**src/rtl/gnr_node_lut.sv**
```systemverilog
// Boolean-network node: LANES one-bit gene states updated through a shared,
// runtime-programmable K-input truth table, with per-lane update dividers.
module gnr_node_lut #(
   parameter int LANES = 2,
   parameter int K     = 2,
   parameter int DIV_W = 2,
   parameter logic [(1<<K)-1:0] TT_INIT = {1'b0, {((1<<K)-1){1'b1}}}
) (
   input  logic                 clk,
   input  logic                 rst,
   input  logic                 reset_nos,
   input  logic [LANES-1:0]     init_state,
   input  logic [LANES-1:0]     start,
   input  logic [DIV_W-1:0]     div,
   input  logic [LANES*K-1:0]   in_vec,
   input  logic                 cfg_we,
   input  logic [(1<<K)-1:0]    cfg_tt,
   output logic [LANES-1:0]     state,
   output logic [LANES-1:0]     changed,
   output logic                 steady
);

   localparam int TT_W = 1 << K;

   logic [TT_W-1:0]  tt_reg;
   logic [LANES-1:0] state_reg, changed_reg, evaluated_reg, dirty_reg;
   logic             steady_reg;

   logic [LANES-1:0] eval_now, lut_out;
   logic [LANES-1:0] state_next, changed_next, evaluated_next, dirty_next;
   logic             steady_next;

   genvar gi;
   generate
      for (gi = 0; gi < LANES; gi++) begin : g_lane
         logic [DIV_W-1:0] phase_reg;
         logic [DIV_W-1:0] phase_next;

         // Lookup always reads the pre-edge table, so a same-cycle write is not seen.
         assign lut_out[gi]  = tt_reg[in_vec[gi*K +: K]];
         assign eval_now[gi] = start[gi] && (phase_reg == '0);

         assign state_next[gi]     = reset_nos   ? init_state[gi] :
                                     eval_now[gi] ? lut_out[gi]   : state_reg[gi];
         assign changed_next[gi]   = !reset_nos && eval_now[gi] && (lut_out[gi] != state_reg[gi]);
         assign evaluated_next[gi] = !reset_nos && (evaluated_reg[gi] || eval_now[gi]);
         assign dirty_next[gi]     = reset_nos    ? 1'b0 :
                                     eval_now[gi] ? (lut_out[gi] != state_reg[gi]) : dirty_reg[gi];

         // div is only captured on a reload, so changing it never disturbs a running count.
         assign phase_next = reset_nos           ? '0 :
                             !start[gi]          ? phase_reg :
                             (phase_reg == '0)   ? div : phase_reg - DIV_W'(1);

         always_ff @(posedge clk or negedge rst) begin
            if (!rst) begin
               phase_reg <= '0;
            end else begin
               phase_reg <= phase_next;
            end
         end
      end
   endgenerate

   assign steady_next = (&evaluated_next) & ~(|dirty_next);

   always_ff @(posedge clk or negedge rst) begin
      if (!rst) begin
         tt_reg        <= TT_INIT;
         state_reg     <= '0;
         changed_reg   <= '0;
         evaluated_reg <= '0;
         dirty_reg     <= '0;
         steady_reg    <= 1'b0;
      end else begin
         if (cfg_we) begin
            tt_reg <= cfg_tt;
         end
         state_reg     <= state_next;
         changed_reg   <= changed_next;
         evaluated_reg <= evaluated_next;
         dirty_reg     <= dirty_next;
         steady_reg    <= steady_next;
      end
   end

   assign state   = state_reg;
   assign changed = changed_reg;
   assign steady  = steady_reg;

endmodule
```
**config.mk**
```make
export PLATFORM = sky130hd
export DESIGN_NAME = gnr_node_lut
export DESIGN_NICKNAME = d
export VERILOG_FILES = /design/src/rtl/gnr_node_lut.sv
export SDC_FILE = /design/constraint.sdc
export NUM_CORES = 1
export LEC_CHECK = 0
export CAP_MARGIN = 20
export CORE_MARGIN = 4
export CORE_UTILIZATION = 45
export DETAILED_ROUTE_END_ITERATION = 10
export PLACE_DENSITY = 0.81
export SLEW_MARGIN = 30
export SYNTH_ARGS = -nofsm -noshare
export SYNTH_HDL_FRONTEND = slang
export SYNTH_SLANG_ARGS = --single-unit
```
**constraint.sdc**
```tcl
create_clock -name clk -period 1.8 [get_ports clk]
set_input_delay 0.36 -clock clk [delete_from_list [all_inputs] [get_ports clk]]
set_output_delay 0.36 -clock clk [all_outputs]
set_load 0.01 [all_outputs]
```
==> flow_summary_export.csv <==
group,metric,value,unit
outcome,status,"finished, final reports clean",
synthesis,synth_seq_area_share,0.556,
routing,wirelength,1510,µm
floorplan,num_rows,14,
sta,setup_viol,0,
sta,fin_skew,4.20,ps
setup_path,cp.arrival,1870,ps
placement,portBuffers,22,
setup_path,cp_max_fo,3,
layout,nets,110,
grt,grt_pass1_vias,552,
layout,design_area,0.00108,mm²
placement,dp_cells,102,
sta,hold_viol,0,
clocking,cts_tree,"done",
layout,drive_gt1_frac,0.242,
layout,ff_latch_area,429,µm²
routing,detail_route.wl_per_cell,14.1,µm
synthesis,synthesis.nets,79,
layout,mostFrequentLayoutCells,"20 x clkdlybuf4s50_1, 14 x dfrtp_1, 9 x nor2_1",
synthesis,syn_inst,61,
pwr,p_leak,0.000478,µW
synthesis,synth.distinct_cells,22,
synthesis,ys_seq_elements,17,
floorplan,die_h,49.4,µm
floorplan,pin_count,23,
sta,max_slew.worst_pin.slew,476,ps
layout,multi_input_area,343,µm²
sta,layout_min_cycle_time,1680,ps
setup_path,worstRegToRegCells,5,
sta,setup_tns,0,ps
grt,antenna_found_initial,0,
grt,gr-total-overflow,0,
layout,layout.cells.non_filler,107,
clocking,worstSkewPairLatency,280,ps
layout,layout_commonest_cell,"clkdlybuf4s50_1",
synthesis,synth_warnings,0,
routing,num_vias,575,
clocking,cts_buffers,3,
synthesis,avgSynthCellArea,12.7,µm²
synthesis,syn_area,772,µm²
grt,grtUsageTotal,0.132,
placement,place_congestion,0.687,
job,maxCapViolCount,0,
sta,fmax,0.596,GHz
layout,antenna-diode-count,0,
setup_path,startpoint_type,"register",
layout,fillers,120,
floorplan,die_area,0.00244,mm²
pwr,ir_drop,440,µV
grt,grt_pass1_wl,2420,µm
sta,finalMaxSlewViolations,0,
setup_path,critPathCaptureType,"register",
sta,rsz0062_at_grt,"false",
setup_path,cp.required,1990,ps
layout,fin_util,0.696,
routing,viasPerCell,5.37,
clocking,cts.sinks,17,
routing,drc_errors,0,
clocking,clk_pin_slew,90,ps
floorplan,initial_core_util,0.495,
sta,maxSlewHeadroom,0.682,
pwr,powerDensity,783,mW/mm²
setup_path,crit_type,"reg -> reg",
layout,area_growth,40.5,%
clocking,cts_hold_buffers,0,
grt,grt_max_degree,14,
floorplan,die_w,49.4,µm
clocking,cts.path.max_buffers,2,
clocking,root_buffer,"clkbuf_4",
placement,dp_hpwl,1160,µm
placement,placed_cell_area,0.00104,mm²
floorplan,core,0.00156,mm²
routing,drt_iter0_drc,7,
sta,fin_crit_sh,0.932,
min_path,holdCritPathClass,"in -> async",
routing,postRouteAntennaNets,0,
clocking,ctsHtreeMaxLevel,1,
routing,drtPass1Iterations,4,
## synthesized netlist by cell type (all sizes together)
master	count	area, µm²
nor2	9	33.8
mux2i	3	30.0
o21bai	1	7.51
nor4b	1	15.0
nor2b	2	12.5
nand2	2	7.51
dfstp	3	78.8
dfrtp	14	350
a21oi	4	20.0
nor3b	3	33.8
o21ai	3	15.0
mux2	4	45.0
inv	1	3.75
nand2b	3	18.8
a211oi	2	20.0
nor4	1	6.26
mux4	2	45.0
xnor2	2	25.0
clkbuf	1	3.75
## worst paths after layout
| path | slack, ps | from | end |
|---|---|---|---|
| max | 120 | tt_reg[3] | steady |
| min | 390 | rst | state[0] |
| max in group asynchronous | 910 | rst | steady |
| min in group clk | 530 | evaluated_reg[1] | evaluated_reg[1] |
| max reg2reg | 120 | tt_reg[3] | steady |
| min reg2reg | 530 | evaluated_reg[1] | evaluated_reg[1] |
## report_power, final
| group | switching [µW] | leakage (µW) | internal [µW] |
|---|---|---|---|
| Sequential | 25.7 | 0.000214 | 422 |
| Clock | 113 | 0.0000150 | 86.1 |
| Combinational | 79.9 | 0.000249 | 124 |
| Total | 218 | 0.000478 | 631 |
## layer usage
metal  share of wire  global-route usage  wire [µm]
met1            0.43               0.158        644
met2            0.49               0.217        733
met3           0.068              0.0336        102
met4           0.018              0.0691         27
met5               0                   0          0
## area by class of cell
cell class / instances / area share
clock buffer: 4 / 0.0242
timing repair buffer: 27 / 0.242
sequential: 17 / 0.396
tap: 16 / 0.0185
multi-input combinational: 42 / 0.316
inverter: 1 / 0.00346
## logic make-up after synthesis
family / share of synthesized area
simple gates: 0.165
mux: 0.156
compound gates: 0.0810
flops: 0.556
buf+inv: 0.00972
xor+xnor: 0.0324
## stage by stage
step	total power (µW)	worst slack [ps]	hold WS, ps
6_report	850	122	389
5_1_grt	898	67.8	404
4_1_cts	856	2.29	389
3_5_place_dp	650	-314	511
3_3_place_gp	642	-261	485
2_1_floorplan	550	300	64.4
## critical path: stages, from the launching register on
cell and delay, ps:
dfrtp_1 400, mux4_2 520, xnor2_2 200, nor4_1 80, buf_4 140, nor4b_2 250
## what timing repair did
| item | CTS | global route |
|---|---|---|
| setup buffers | 0 | 1 |
| pin swaps | 0 | 4 |
| setup endpoints to repair | 1 | 1 |
| gates resized for setup | 1 | 2 |
(Power assumes the default switching activity.)
